`src/rtl/lsu.sv`:
```
`default_nettype none
// ============================================================================
// Module  : lsu
// Brief   : Load/store unit. It drives a req/gnt/rvalid bus, handles byte/half/word
//           lanes, sign extension and a request timeout.
//           Optional macro LSU_MISALIGN_TRAP_EN makes misaligned half/word
//           accesses trap.
// Revision: 1.0 - initial release
// ============================================================================
module lsu #(
   parameter int WAIT_MAX = 255
) (
   input  logic        clk,
   input  logic        rst_n,
   input  logic        memwrite,
   input  logic        load,
   input  logic [1:0]  storeops,
   input  logic [2:0]  funct,
   input  logic [31:0] addr,
   input  logic [31:0] wdata,
   output logic        stall,
   output logic [31:0] rdata,
   output logic        done,
   output logic        err,
   output logic        bus_req,
   output logic        bus_we,
   output logic [31:0] bus_addr,
   output logic [31:0] bus_wdata,
   output logic [3:0]  bus_be,
   input  logic        bus_gnt,
   input  logic        bus_rvalid,
   input  logic [31:0] bus_rdata
);
   localparam int            CW       = (WAIT_MAX < 2) ? 1 : $clog2(WAIT_MAX + 1);
   localparam logic [CW-1:0] CNT_LAST = CW'(WAIT_MAX - 1);

   typedef enum logic [1:0] {IDLE = 2'd0, REQ = 2'd1, WAIT = 2'd2, DONE = 2'd3} state_t;

   state_t        state_q, state_d;
   logic [CW-1:0] cnt_q, cnt_d;
   logic [1:0]    lane_q, lane_d;
   logic [2:0]    funct_q, funct_d;
   logic          we_q, we_d;
   logic          bad_q, bad_d;
   logic          bus_req_q, bus_req_d, bus_we_q, bus_we_d;
   logic          done_q, done_d, err_q, err_d;
   logic [31:0]   bus_addr_q, bus_addr_d, bus_wdata_q, bus_wdata_d, rdata_q, rdata_d;
   logic [3:0]    bus_be_q, bus_be_d;

   logic [31:0]   ld_data;
   logic          ld_err;
   logic [7:0]    ld_byte;
   logic [15:0]   ld_half;
   logic          misalign;
   logic          timeout;

   always_comb begin
      ld_byte = 8'(bus_rdata >> {lane_q, 3'b000});
      ld_half = lane_q[1] ? bus_rdata[31:16] : bus_rdata[15:0];
      ld_err  = 1'b0;
      case (funct_q)
         3'b000:  ld_data = {{24{ld_byte[7]}}, ld_byte};
         3'b001:  ld_data = {{16{ld_half[15]}}, ld_half};
         3'b010:  ld_data = bus_rdata;
         3'b100:  ld_data = {24'd0, ld_byte};
         3'b101:  ld_data = {16'd0, ld_half};
         default: begin
            ld_data = 32'd0;
            ld_err  = 1'b1;
         end
      endcase
   end

   always_comb begin
`ifdef LSU_MISALIGN_TRAP_EN
      misalign = memwrite ? ((storeops == 2'd2 && addr[0]) || (storeops == 2'd3 && addr[1:0] != 2'b00))
                          : ((funct[1:0] == 2'b01 && addr[0]) || (funct[1:0] == 2'b10 && addr[1:0] != 2'b00));
`else
      misalign = 1'b0;
`endif
   end

   assign timeout = (cnt_q == CNT_LAST);

   always_comb begin
      state_d     = state_q;
      cnt_d       = cnt_q;
      lane_d      = lane_q;
      funct_d     = funct_q;
      we_d        = we_q;
      bad_d       = bad_q;
      bus_req_d   = bus_req_q;
      bus_we_d    = bus_we_q;
      bus_addr_d  = bus_addr_q;
      bus_wdata_d = bus_wdata_q;
      bus_be_d    = bus_be_q;
      rdata_d     = rdata_q;
      done_d      = 1'b0;
      err_d       = 1'b0;
      case (state_q)
         IDLE: if (memwrite || load) begin
            lane_d      = addr[1:0];
            funct_d     = funct;
            we_d        = memwrite;
            bad_d       = memwrite && (storeops == 2'd0);
            bus_addr_d  = {addr[31:2], 2'b00};
            bus_wdata_d = 32'd0;
            bus_be_d    = 4'b1111;
            if (memwrite) begin
               case (storeops)
                  2'd1: begin
                     bus_be_d    = 4'b0001 << addr[1:0];
                     bus_wdata_d = {4{wdata[7:0]}};
                  end
                  2'd2: begin
                     bus_be_d    = 4'b0011 << {addr[1], 1'b0};
                     bus_wdata_d = {2{wdata[15:0]}};
                  end
                  2'd3: begin
                     bus_be_d    = 4'b1111;
                     bus_wdata_d = wdata;
                  end
                  default: begin
                     bus_be_d    = 4'b0000;
                     bus_wdata_d = wdata;
                  end
               endcase
            end
            // A trapped access never touches the bus and completes straight away.
            if (misalign) begin
               state_d = DONE;
               done_d  = 1'b1;
               err_d   = 1'b1;
            end else begin
               state_d   = REQ;
               bus_req_d = 1'b1;
               bus_we_d  = memwrite;
               cnt_d     = '0;
            end
         end
         REQ: begin
            cnt_d = cnt_q + CW'(1);
            if (bus_gnt) begin
               bus_req_d = 1'b0;
               bus_we_d  = 1'b0;
               if (we_q) begin
                  state_d = DONE;
                  done_d  = 1'b1;
                  err_d   = bad_q;
               end else if (bus_rvalid) begin
                  state_d = DONE;
                  done_d  = 1'b1;
                  err_d   = ld_err;
                  rdata_d = ld_data;
               end else begin
                  state_d = WAIT;
               end
            end else if (timeout) begin
               state_d   = DONE;
               bus_req_d = 1'b0;
               bus_we_d  = 1'b0;
               done_d    = 1'b1;
               err_d     = 1'b1;
            end
         end
         WAIT: begin
            cnt_d = cnt_q + CW'(1);
            if (bus_rvalid) begin
               state_d = DONE;
               done_d  = 1'b1;
               err_d   = ld_err;
               rdata_d = ld_data;
            end else if (timeout) begin
               state_d = DONE;
               done_d  = 1'b1;
               err_d   = 1'b1;
            end
         end
         default: state_d = IDLE;
      endcase
   end

   always_ff @(posedge clk or negedge rst_n) begin
      if (!rst_n) begin
         state_q     <= IDLE;
         cnt_q       <= '0;
         lane_q      <= 2'd0;
         funct_q     <= 3'd0;
         we_q        <= 1'b0;
         bad_q       <= 1'b0;
         bus_req_q   <= 1'b0;
         bus_we_q    <= 1'b0;
         bus_addr_q  <= 32'd0;
         bus_wdata_q <= 32'd0;
         bus_be_q    <= 4'd0;
         rdata_q     <= 32'd0;
         done_q      <= 1'b0;
         err_q       <= 1'b0;
      end else begin
         state_q     <= state_d;
         cnt_q       <= cnt_d;
         lane_q      <= lane_d;
         funct_q     <= funct_d;
         we_q        <= we_d;
         bad_q       <= bad_d;
         bus_req_q   <= bus_req_d;
         bus_we_q    <= bus_we_d;
         bus_addr_q  <= bus_addr_d;
         bus_wdata_q <= bus_wdata_d;
         bus_be_q    <= bus_be_d;
         rdata_q     <= rdata_d;
         done_q      <= done_d;
         err_q       <= err_d;
      end
   end

   assign stall     = rst_n && ((state_q == IDLE && (load || memwrite)) ||
                                state_q == REQ || state_q == WAIT);
   assign rdata     = rdata_q;
   assign done      = done_q;
   assign err       = err_q;
   assign bus_req   = bus_req_q;
   assign bus_we    = bus_we_q;
   assign bus_addr  = bus_addr_q;
   assign bus_wdata = bus_wdata_q;
   assign bus_be    = bus_be_q;

endmodule
`default_nettype wire
```
`config.mk`:
```
export PLATFORM = sky130hd
export DESIGN_NAME = lsu
export DESIGN_NICKNAME = d
export VERILOG_FILES = /design/src/rtl/lsu.sv
export SDC_FILE = /design/constraint.sdc
export NUM_CORES = 1
export LEC_CHECK = 0
export CORE_AREA = 2 2 140 142
export DETAILED_ROUTE_END_ITERATION = 8
export DIE_AREA = 0 0 142 144
export GPL_TIMING_DRIVEN = 0
export PLACE_DENSITY = 0.6
export SLEW_MARGIN = 20
export SYNTH_ARGS = -nofsm -noshare
export SYNTH_HDL_FRONTEND = slang
export SYNTH_SLANG_ARGS = --single-unit
```
`constraint.sdc`:
```
create_clock -name clk -period 2.8 [get_ports clk]
set_input_delay 0.28 -clock clk [delete_from_list [all_inputs] [get_ports clk]]
set_output_delay 0.28 -clock clk [all_outputs]
set_load 0.01 [all_outputs]
```
==> flow_summary.toml <==
[die]
initial_core_util = 0.294
die_h_um = 144
die_x_um = 142
core-area_sq_um = 19100
dieArea_sq_um = 20400
io_pins = 212
rows = 51

[clock_tree]
cts_root_buf = "clkbuf_16"
cts_tree = "built"
postCtsSetupRepairBufs = 0
clock-sinks = 119
htree_levels = 4
clkTransAtPathRegs_ns = 0.06
cts_buffers = 17
ctsLongestPathBuffers = 2
clk_latency_ns = 0.42

[timing]
fmax_mhz = 386
setup_viol_count_final = 0
setup_tns_ns = 0
period_minus_slack_ns = 2.59
slew_headroom = 0.315
worst_pin_slew_ns = 1.03
skew_ns = 0.00996
rsz0062_at_grt = "no"
hold_viol = 0
slew_viol_final = 0
period_share = 0.926

[cells_and_area]
area_delta_synth_final_pct = 54.1
drive_gt1_frac = 0.0925
nNetsFinal = 918
final_common_cell = "clkdlybuf4s50_1"
final_cell_count_no_fill = 1049
final_cell_mix = "207 x clkdlybuf4s50_1, 153 x nand2_1, 119 x dfrtp_1"
diodes = 0

[detailed_routing]
drcViolationCount = 0
avgRoutedWirePerCell_um = 17.5
drtIter0Drc = 288
vias = 5129
dr_wl_met3_um = 1690
ant_nets = 0
firstDrtPassIters = 5
avgViaCountPerCell = 4.89
wl_met1_um = 7840
drt-total-wl_um = 18300
top_layer_used = "met4"
wl_met2_um = 8500

[placed_design]
dp_hpwl_um = 13400
gp_congestion = 0.812
port_buffers = 208
post-place-cells = 1017

[logic_synthesis]
syn-instance-count = 569
synth-main-ff-cell = "dfrtp_1"
synth_xor_xnor_area_share = 0.00468
async_reset_ff_frac = 1.00
synth_edf_count = 0
synth_compound_area_frac = 0.202
synthAdderAreaFrac = 0.0267
synth_simple_gate_area_frac = 0.174
synth.distinct_cells = 52
synth_seq_area_share = 0.530
syn_area_per_cell_sq_um = 9.87
synth_top_family_by_area = "compound AO/OA/AOI/OAI gates"
synthMuxAreaShare = 0.0205
yosysWarnings = 0
synth.ff_latch_count = 119
netlist_area_sq_um = 5620

[critical_path]
rr_worst_depth = 7
cp_max_fo = 8
cp.required_ns = 2.52
endpoint_kind = "output pin"
criticalPathCategory = "flop to output pin"
arrival_ns = 2.31
startpoint_type = "flop"

[grt]
grt_max_degree = 65
antenna_found_initial = 0
grt_overflow = 0
grt_pass1_vias = 5051
grt_pass1_wl_um = 28200
grt_use_total = 0.180

[power_and_ir_drop]
p_int_mw = 6.33
p_leak_nw = 3.81
pwr-share-clk = 0.228
power.density_nw_per_um2 = 1140
power_frac_comb = 0.465
p_sw_frac = 0.359
ir_drop_mv = 0.488
power.total_mw = 9.87
p_switching_mw = 3.54
seqPwrFrac = 0.307

[run]
cap_violations = 0

[min_path]
holdCritPathClass = "input pin to asynchronous set/reset pin"

[run_status]
outcome = "complete, no violations"
[metrics by stage]
stage,instance area [sq um],hold slack (ns),worst slack (ns),utilization
after floorplan,5620,-0.0156,1.02,-
after global placement,8000,0.450,-3.66,0.419
after detailed placement,8030,0.243,0.371,0.421
after CTS,8640,0.368,0.0170,0.453
after global routing,8650,0.385,0.0482,0.453
final,8650,0.354,0.208,0.453
[metal layers]
metal  up-vias  track usage
met4         0       0.0547
met1      2430        0.230
met3        17       0.0732
met2       208        0.280
met5         -            0
li1       2474            -
[sequential cells by signal (all words and copies together), names as in the netlist]
| signal | cells |
|---|---|
| bus_wdata | 32 |
| rdata | 32 |
| bus_addr | 30 |
| cnt_q | 8 |
| bus_be | 4 |
| funct_q | 3 |
| lane_q | 2 |
| state_q | 2 |
| bad_q | 1 |
| bus_req | 1 |
| bus_we | 1 |
| done | 1 |
| err | 1 |
| we_q | 1 |
[timing repair]
action	4_1_cts	5_1_grt
endpoints found under the hold margin	56	0
resized for setup	0	3
hold buffers	1	0
endpoints found under the setup margin	0	1
[synthesized netlist by cell type (13+ instances only)]
cell        n  area share
dfrtp_1   119        0.53
clkbuf_1   24       0.016
inv_1      19       0.013
nand2_1   153        0.10
a22o_1     19       0.030
nor2_1     21       0.014
a21oi_1    20       0.018
and2_1     18       0.020
a222oi_1   15       0.027
o221a_2    13       0.026
o21ai_0    31       0.028
[worst paths after layout]
path                                      startpoint                        end  slack [ns]
max                           state_q[0]$_DFFE_PN0P_                      stall        0.21
min in group clk                            addr[27]   bus_addr[27]$_DFFE_PN0P_        0.39
max reg2reg                   state_q[0]$_DFFE_PN0P_      rdata[23]$_DFFE_PN0P_        0.61
min reg2reg                bus_wdata[10]$_DFFE_PN0P_  bus_wdata[10]$_DFFE_PN0P_        0.46
max in group asynchronous                      rst_n    bus_addr[6]$_DFFE_PN0P_        1.83
min                                            rst_n      rdata[14]$_DFFE_PN0P_        0.35
[critical path: stages, from the launching register on]
cell,delay [ns]
dfrtp_1,0.44
inv_1,0.13
ha_2,0.26
inv_1,0.08
nor2_2,0.26
o31a_1,0.19
clkdlybuf4s50_1,0.54
[kinds of logic after synthesis]
family | Yosys count
xor+xnor | 3
mux | 10
compound gates | 146
other cells | 1
buf+inv | 55
fa+ha+maj | 12
flops | 119
simple gates | 223
[power groups by stage]
stage	clock network, mW	logic [mW]	registers, mW
floorplan	0	1.98	3.33
global placement	0	4.60	3.05
detailed placement	0	4.64	3.04
CTS	2.31	4.65	3.04
global route	2.38	5.05	3.13
finish	2.25	4.59	3.03
[cell type report]
type | instances | area, sq um
clock buffers | 17 | 425
inverters | 19 | 71.3
repair buffers | 210 | 2130
multi-input cells | 396 | 2410
plain buffers | 36 | 161
well taps | 238 | 298
fillers | 1824 | 10400
flip-flops and latches | 119 | 2980
clock inverters | 14 | 175
(Power assumes the default switching activity.)
